--- src/rtl/stolen_cdc_hsk_src_if.sv ---
// Handshake bundle for the CDC source controller: upstream valid/ready word
// interface plus the request/data/ack crossing and status signals.
interface stolen_cdc_hsk_src_if #(
    parameter int WIDTH = 32
);
    logic             in_valid;
    logic             in_ready;
    logic [WIDTH-1:0] in_data;
    logic             src_req;
    logic [WIDTH-1:0] src_data;
    logic             src_ack;
    logic             done_pulse;
    logic             busy;
    logic             timeout_err;
    logic             timeout_clr;

    modport master (
        input  in_valid, in_data, src_ack, timeout_clr,
        output in_ready, src_req, src_data, done_pulse, busy, timeout_err
    );

    modport slave (
        output in_valid, in_data, src_ack, timeout_clr,
        input  in_ready, src_req, src_data, done_pulse, busy, timeout_err
    );
endinterface

--- src/rtl/stolen_cdc_hsk_src.sv ---
// Source-domain four-phase req/ack controller: latches a word, raises a level
// request, and waits for the synchronised ack to rise and fall again.
module stolen_cdc_hsk_src #(
    parameter int WIDTH          = 32,
    parameter int TIMEOUT_CYCLES = 0
) (
    input  logic                   src_clk,
    input  logic                   src_rst,
    stolen_cdc_hsk_src_if.master   hsk
);

    typedef enum logic [1:0] {
        IDLE   = 2'd0,
        REQ_HI = 2'd1,
        ACK_LO = 2'd2
    } state_t;

    state_t           state_q, state_d;
    logic             src_req_q, src_req_d;
    logic [WIDTH-1:0] src_data_q, src_data_d;
    logic             done_q, done_d;
    logic             accept;

    // A stale ack left high by a one-sided reset blocks new requests until it drops.
    assign accept = (state_q == IDLE) && hsk.in_valid && !hsk.src_ack;

    always_comb begin
        state_d    = state_q;
        src_req_d  = src_req_q;
        src_data_d = src_data_q;
        done_d     = 1'b0;
        case (state_q)
            IDLE: begin
                if (accept) begin
                    src_data_d = hsk.in_data;
                    src_req_d  = 1'b1;
                    state_d    = REQ_HI;
                end
            end
            REQ_HI: begin
                if (hsk.src_ack) begin
                    src_req_d = 1'b0;
                    state_d   = ACK_LO;
                end
            end
            ACK_LO: begin
                if (!hsk.src_ack) begin
                    done_d  = 1'b1;
                    state_d = IDLE;
                end
            end
            default: begin
                src_req_d = 1'b0;
                state_d   = IDLE;
            end
        endcase
    end

    always_ff @(posedge src_clk or posedge src_rst) begin
        if (src_rst) begin
            state_q    <= IDLE;
            src_req_q  <= 1'b0;
            src_data_q <= '0;
            done_q     <= 1'b0;
        end else begin
            state_q    <= state_d;
            src_req_q  <= src_req_d;
            src_data_q <= src_data_d;
            done_q     <= done_d;
        end
    end

    assign hsk.in_ready   = (state_q == IDLE) && !hsk.src_ack;
    assign hsk.src_req    = src_req_q;
    assign hsk.src_data   = src_data_q;
    assign hsk.done_pulse = done_q;
    assign hsk.busy       = (state_q != IDLE);

    generate
        if (TIMEOUT_CYCLES > 0) begin : g_wdog
            localparam int             CW    = $clog2(TIMEOUT_CYCLES + 1);
            localparam logic [CW-1:0]  LIMIT = CW'(TIMEOUT_CYCLES);
            localparam logic [CW-1:0]  LAST  = CW'(TIMEOUT_CYCLES - 1);

            logic [CW-1:0] cnt_q, cnt_d;
            logic          err_q, err_d;
            logic          hit;

            // Flag fires once on the increment that reaches the limit; the saturated
            // count cannot re-fire it within the same phase after a clear.
            always_comb begin
                cnt_d = cnt_q;
                hit   = 1'b0;
                if (state_d != state_q) begin
                    cnt_d = '0;
                end else if (state_q != IDLE && cnt_q != LIMIT) begin
                    cnt_d = cnt_q + CW'(1);
                    hit   = (cnt_q == LAST);
                end
                err_d = hit | (err_q & ~hsk.timeout_clr);
            end

            always_ff @(posedge src_clk or posedge src_rst) begin
                if (src_rst) begin
                    cnt_q <= '0;
                    err_q <= 1'b0;
                end else begin
                    cnt_q <= cnt_d;
                    err_q <= err_d;
                end
            end

            assign hsk.timeout_err = err_q;
        end else begin : g_no_wdog
            logic unused_timeout_clr;
            assign unused_timeout_clr = hsk.timeout_clr;
            assign hsk.timeout_err    = 1'b0;
        end
    endgenerate

endmodule

--- src/flat_wrapper.sv ---
// flat-port wrapper written by rule: the top's interface ports become plain ports
module stolen_cdc_hsk_src_flat 
#(
    parameter int WIDTH          = 32,
    parameter int TIMEOUT_CYCLES = 0
)
  (src_clk, src_rst, hsk_in_valid, hsk_in_data, hsk_src_ack, hsk_timeout_clr, hsk_in_ready, hsk_src_req, hsk_src_data, hsk_done_pulse, hsk_busy, hsk_timeout_err);
  stolen_cdc_hsk_src_if #(.WIDTH(WIDTH)) hsk_i ();
  input  logic src_clk;
  input  logic src_rst;
  input wire logic [$bits(hsk_i.in_valid)-1:0] hsk_in_valid;
  input wire logic [$bits(hsk_i.in_data)-1:0] hsk_in_data;
  input wire logic [$bits(hsk_i.src_ack)-1:0] hsk_src_ack;
  input wire logic [$bits(hsk_i.timeout_clr)-1:0] hsk_timeout_clr;
  output wire logic [$bits(hsk_i.in_ready)-1:0] hsk_in_ready;
  output wire logic [$bits(hsk_i.src_req)-1:0] hsk_src_req;
  output wire logic [$bits(hsk_i.src_data)-1:0] hsk_src_data;
  output wire logic [$bits(hsk_i.done_pulse)-1:0] hsk_done_pulse;
  output wire logic [$bits(hsk_i.busy)-1:0] hsk_busy;
  output wire logic [$bits(hsk_i.timeout_err)-1:0] hsk_timeout_err;
  assign hsk_i.in_valid = hsk_in_valid;
  assign hsk_i.in_data = hsk_in_data;
  assign hsk_i.src_ack = hsk_src_ack;
  assign hsk_i.timeout_clr = hsk_timeout_clr;
  assign hsk_in_ready = hsk_i.in_ready;
  assign hsk_src_req = hsk_i.src_req;
  assign hsk_src_data = hsk_i.src_data;
  assign hsk_done_pulse = hsk_i.done_pulse;
  assign hsk_busy = hsk_i.busy;
  assign hsk_timeout_err = hsk_i.timeout_err;
  stolen_cdc_hsk_src #(.WIDTH(WIDTH), .TIMEOUT_CYCLES(TIMEOUT_CYCLES)) u_core (.src_clk(src_clk), .src_rst(src_rst), .hsk(hsk_i));
endmodule
--- config.mk ---
export PLATFORM = sky130hd
export DESIGN_NAME = stolen_cdc_hsk_src_flat
export DESIGN_NICKNAME = d
export VERILOG_FILES = /design/src/rtl/stolen_cdc_hsk_src_if.sv /design/src/rtl/stolen_cdc_hsk_src.sv /design/src/flat_wrapper.sv
export SDC_FILE = /design/constraint.sdc
export NUM_CORES = 1
export LEC_CHECK = 0
export BUFFER_PORTS_ARGS = -buffer_cell sky130_fd_sc_hd__buf_2
export CORE_MARGIN = 2
export CORE_UTILIZATION = 35
export DETAILED_ROUTE_END_ITERATION = 7
export GPL_TIMING_DRIVEN = 0
export MAX_ROUTING_LAYER = met4
export PLACE_DENSITY = 0.67
export SYNTH_ARGS = -nofsm -noshare
export SYNTH_HDL_FRONTEND = slang
export SYNTH_SLANG_ARGS = --single-unit
export TNS_END_PERCENT = 1
--- constraint.sdc ---
create_clock -name src_clk -period 2.29 [get_ports src_clk]
set_clock_uncertainty 0.15 [all_clocks]
set_input_delay 0.229 -clock src_clk [delete_from_list [all_inputs] [get_ports src_clk]]
set_output_delay 0.229 -clock src_clk [all_outputs]
set_load 0.1 [all_outputs]
==> results.sh, run 1 <==
export IMPL_die_h_um=67.1
export IMPL_synth_area_leader_cell="dfrtp_1"
export IMPL_synthToLayoutAreaGrowth_pct=38.4
export IMPL_synth_top_area_frac=0.647
export IMPL_critPathMaxFanout=6
export IMPL_arrival_ns=1.59
export IMPL_hold_violations=0
export IMPL_slowest_stage="dfrtp_1"
export IMPL_cp_end_kind="output port"
export IMPL_drive_above_1_share=0.707
export IMPL_synth_avg_cell_area_um2=16.6
export IMPL_cts_root_buf="clkbuf_8"
export IMPL_yosys_warnings=0
export IMPL_clock_latency_ns=0.28
export IMPL_synth_edf_count=0
export IMPL_crit_chain="or2_2, nor2_2, buf_2"
export IMPL_wire_per_inst_um=12.6
export IMPL_io_pins=74
export IMPL_drv_slew=0
export IMPL_syn_area_mm2=0.00139
export IMPL_wl_met1_um=1020
export IMPL_wl_met3_um=212
export IMPL_antenna_cells=0
export IMPL_drt_wl_total_um=2680
export IMPL_hold_slack_ns=0.0149
export IMPL_outcome="complete, no violations"
export IMPL_antenna_found_initial=0
export IMPL_rows=22
export IMPL_postRouteAntennaNets=0
export IMPL_drv_cap=0
export IMPL_cts_resized=0
export IMPL_fmax_ghz=0.509
export IMPL_gr_usage_all_layers=0.132
export IMPL_setup_viol=0
export IMPL_initial_core_util=0.372
export IMPL_synth_most_common_cell="dfrtp_1"
export IMPL_async_reset_ff_frac=1.00
export IMPL_synth_cells=84
export IMPL_drt_pass1_iter_count=2
export IMPL_ys_types=16
export IMPL_die_area_mm2=0.00450
export IMPL_period_needed_ns=1.97
export IMPL_layout_worst_path_cycle_share=0.858
export IMPL_h_tree_depth=2
export IMPL_highest_layer="met4"
export IMPL_die_x_um=67.1
export IMPL_grt_max_degree=37
export IMPL_met2WireLength_um=1390
export IMPL_synth_ff_type="dfrtp_1"
export IMPL_synth_common_cells="dfrtp_1, mux2_2, buf_6"
export IMPL_grt_pass1_wl_um=4170
export IMPL_tightestPinTransition_ns=0.725
export IMPL_slew_headroom=0.516
export IMPL_critPathRequiredTime_ns=1.91
export IMPL_routed_via_density=4.46
export IMPL_holdCritPathClass="in2reg"
export IMPL_crit_type="reg2out"
export IMPL_finalSetupTns_ns=0
export IMPL_gr_total_overflow=0
export IMPL_cts_hold_buf=0
export IMPL_drc=0
export IMPL_clk_pin_slew_worst_paths_ns=0.07
export IMPL_grt_pass1_vias=941
export IMPL_cpPeakStageDelay_ns=0.46
export IMPL_fillers=361
export IMPL_finish_net_count=201
export IMPL_clock_path_buffers=2
export IMPL_synth_seq_cells=36
export IMPL_numCtsBuffers=5
export IMPL_cts_sinks=36
export IMPL_rsz0062_at_grt="false"
export IMPL_synth_nets=121
export IMPL_ys_seq_area_frac=0.647
export IMPL_drtIter0Drc=37
export IMPL_port_buffers=71
export IMPL_coreArea_mm2=0.00374
export IMPL_cts_setup_buffers=0
export IMPL_netlist_top_cells_area="dfrtp_1, mux2_2, buf_6, nor4b_4, mux2_1"
export IMPL_num_vias=946
export IMPL_cts_tree="done"
export IMPL_gp_congestion=0.702
export IMPL_start_kind="register"
## final cells by class
cell class | instances | area (um^2) | share of cell area
Tap cell | 48 | 60.1 | 0.0312
Clock buffer | 7 | 96.3 | 0.0500
Sequential cell | 36 | 901 | 0.468
Multi-Input combinational cell | 43 | 449 | 0.233
Inverter | 1 | 3.75 | 0.00195
Timing Repair Buffer | 73 | 375 | 0.195
Buffer | 4 | 41.3 | 0.0214
## through the flow
| stage | setup WS (ns) | instances | instance area, um^2 | util |
|---|---|---|---|---|
| after CTS | 0.304 | 210 | 1910 | 0.509 |
| after global placement | 0.475 | 203 | 1810 | 0.484 |
| after global routing | 0.263 | 212 | 1930 | 0.515 |
| final | 0.324 | 212 | 1930 | 0.515 |
| after detailed placement | 0.412 | 203 | 1810 | 0.484 |
| after floorplan | 0.0572 | 84 | 1400 | - |
## critical path, delay by kind of cell, from the launching register on
family / cells / cell delay, ns
flip-flops: 1 / 0.46
AND/OR/NAND/NOR: 2 / 0.42
buffers and inverters: 1 / 0.42
## cell families after synthesis
family | Yosys count | share of synthesized area
mux | 32 | 0.259
buf+inv | 5 | 0.0323
flops | 36 | 0.647
simple gates | 7 | 0.0413
other cells | 1 | 0.00269
xor+xnor | 1 | 0.00629
compound gates | 2 | 0.0117
## state kept, by name (all words and copies together), names as in the netlist
| register | flops |
|---|---|
| u_core.hsk.src_data | 32 |
| u_core.hsk.done_pulse | 1 |
| u_core.state_q | 2 |
| u_core.hsk.src_req | 1 |
## worst paths after layout
path | start | to | slack (ns) | cells after the start
min reg2reg | u_core.hsk.src_data[22] | u_core.hsk.src_data[22] | 0.33 | 1
max in group asynchronous | src_rst | u_core.hsk.src_data[13] | 1.06 | 3
max | u_core.state_q[0] | hsk_in_ready | 0.32 | 3
min in group asynchronous | src_rst | u_core.hsk.src_data[30] | 0.46 | 3
min | hsk_in_data[18] | u_core.hsk.src_data[18] | 0.01 | 2
max reg2reg | u_core.state_q[0] | u_core.hsk.src_data[29] | 0.44 | 3
## cell usage in the layout, fill, tap and decap left out, types with 2 or more instances in the layout
cell            n
mux2_1          2
mux2_2         30
dfrtp_1        36
buf_2          71
dlygate4sd3_1   2
clkbuf_8        7
buf_6           3
## metal layers
layer  global-route usage  up-vias
met5                    -        -
met4               0.0765        0
met1                0.136      450
met2                0.223       44
li1                     -      445
met3               0.0389        7
Power of run 1 is left out: the tool's default activity adds up to more than one toggle a clock period on the data nets, which glitch-free logic cannot reach.
==> inputs of run 2 (changes only) <==
- CORE_ASPECT_RATIO: unset -> 0.9
==> run 2 against run 1 <==
Net effect: worst setup slack worse by 0.017 ns; hold slack better by 0.0075 ns; critical path depth stayed put; highest routed layer unchanged; via count is 0.42% lower; final cell count is 0.94% lower; maximum frequency is 0.84% lower; routed wire length is 6.0% higher; non-clock buffer count is 1 lower.
==> results.sh, run 2 (synthesis gave the netlist of run 1 again) <==
export IMPL_gr_usage_all_layers=0.138
export IMPL_finalSetupTns_ns=0
export IMPL_numCtsBuffers=5
export IMPL_coreArea_mm2=0.00376
export IMPL_arrival_ns=1.60
export IMPL_drv_slew=0
export IMPL_cts_tree="done"
export IMPL_met1_usage=0.151
export IMPL_crit_type="reg2out"
export IMPL_die_area_mm2=0.00450
export IMPL_fin_cells=210
export IMPL_tightestPinTransition_ns=0.733
export IMPL_finish_net_count=200
export IMPL_rows=21
export IMPL_multiInputGateArea_um2=449
export IMPL_clock_path_buffers=2
export IMPL_clk_pin_slew_worst_paths_ns=0.07
export IMPL_mostFrequentLayoutCells="buf_2, dfrtp_1, mux2_2"
export IMPL_cts_sinks=36
export IMPL_fin_area_mm2=0.00193
export IMPL_drtIter0Drc=13
export IMPL_grt_pass1_wl_um=4630
export IMPL_gr_total_overflow=0
export IMPL_die_x_um=70.5
export IMPL_h_tree_depth=2
export IMPL_postRouteAntennaNets=0
export IMPL_die_h_um=63.8
export IMPL_cp_top_family="flip-flops"
export IMPL_layout_worst_path_cycle_share=0.866
export IMPL_cpPeakStageDelay_ns=0.47
export IMPL_setup_viol=0
export IMPL_drc=0
export IMPL_clock_latency_ns=0.28
export IMPL_antenna_cells=0
export IMPL_initial_core_util=0.371
export IMPL_routed_via_density=4.49
export IMPL_start_kind="register"
export IMPL_critPathRequiredTime_ns=1.91
export IMPL_drt_pass1_iter_count=3
export IMPL_drv_cap=0
export IMPL_crit_buf_inv=1
export IMPL_gr_usage_met2=0.232
export IMPL_cts_hold_buf=0
export IMPL_num_vias=942
export IMPL_grt_max_degree=37
export IMPL_drt_wl_total_um=2840
export IMPL_cts_setup_buffers=0
export IMPL_holdCritPathClass="in2reg"
export IMPL_wire_per_inst_um=13.5
export IMPL_dp_hpwl_um=2160
export IMPL_drive_above_1_share=0.713
export IMPL_critPathMaxFanout=6
export IMPL_crit_chain="or2_2, nor2_2, buf_2"
export IMPL_placed_cells=201
export IMPL_mostFrequentLayoutCell="buf_2"
export IMPL_io_pins=74
export IMPL_grt_pass1_vias=1008
export IMPL_gp_congestion=0.781
export IMPL_fillers=336
export IMPL_antenna_found_initial=0
export IMPL_outcome="complete, no violations"
export IMPL_seq_area_um2=901
export IMPL_hold_violations=0
export IMPL_fmax_ghz=0.505
export IMPL_largest_reg_flops=32
export IMPL_period_needed_ns=1.98
export IMPL_cts_root_buf="clkbuf_8"
export IMPL_slowest_stage="dfrtp_1"
export IMPL_cts_resized=0
export IMPL_port_buffers=71
export IMPL_rsz0062_at_grt="false"
export IMPL_synthToLayoutAreaGrowth_pct=38.5
export IMPL_grt_met3_usage=0.0426
export IMPL_dpl_cell_area_mm2=0.00181
export IMPL_slew_headroom=0.511
export IMPL_busiest_layer="met2"
export IMPL_cp_end_kind="output port"
-- run 2: cell count changes in the layout (fill, tap and decap cells not counted), sizes merged --
cell         change
clkbuf           -2
clkinv           +1
clkinvlp         +1
bufinv           +1
dlygate4sd3      -1
-- run 2: routing by layer --
metal / vias up / wire [um]
met5: - / 0
met4: 0 / 40
met3: 4 / 178
li1: 445 / -
met1: 454 / 1160
met2: 39 / 1460
-- run 2: area by class of cell --
cell class	count	area share
multi-input cells	43	0.233
clock inverters	3	0.0220
inverters	1	0.00195
repair buffers	72	0.189
flip-flops and latches	36	0.467
well taps	46	0.0298
clock buffers	5	0.0357
plain buffers	4	0.0214
-- run 2: path summary, 6_finish.rpt --
kind	startpoint	end	slack (ns)	depth (start not counted)
min in group asynchronous	src_rst	u_core.hsk.src_data[11]	0.46	3
worst max-delay path	u_core.state_q[0]	hsk_in_ready	0.31	3
worst min register to register	u_core.hsk.src_data[18]	u_core.hsk.src_data[18]	0.34	1
max in group asynchronous	src_rst	u_core.hsk.src_data[22]	1.05	3
worst min-delay path	hsk_in_data[18]	u_core.hsk.src_data[18]	0.02	2
worst max register to register	u_core.state_q[0]	u_core.hsk.src_data[20]	0.43	3
-- run 2: worst register-to-register path, stage by stage (launching register included) --
cell,delay [ns]
dfrtp_1,0.47
nor4b_4,0.55
buf_6,0.23
mux2_2,0.34
-- run 2: per-stage QoR --
step / hold WS [ns] / setup slack (ns) / util
global route: 0.0113 / 0.264 / 0.513
global placement: 0.301 / 0.472 / 0.481
floorplan: 0.149 / 0.0572 / -
CTS: 0.0129 / 0.305 / 0.511
finish: 0.0225 / 0.308 / 0.513
detailed placement: 0.309 / 0.440 / 0.481
Power of run 2 is left out for the same reason.
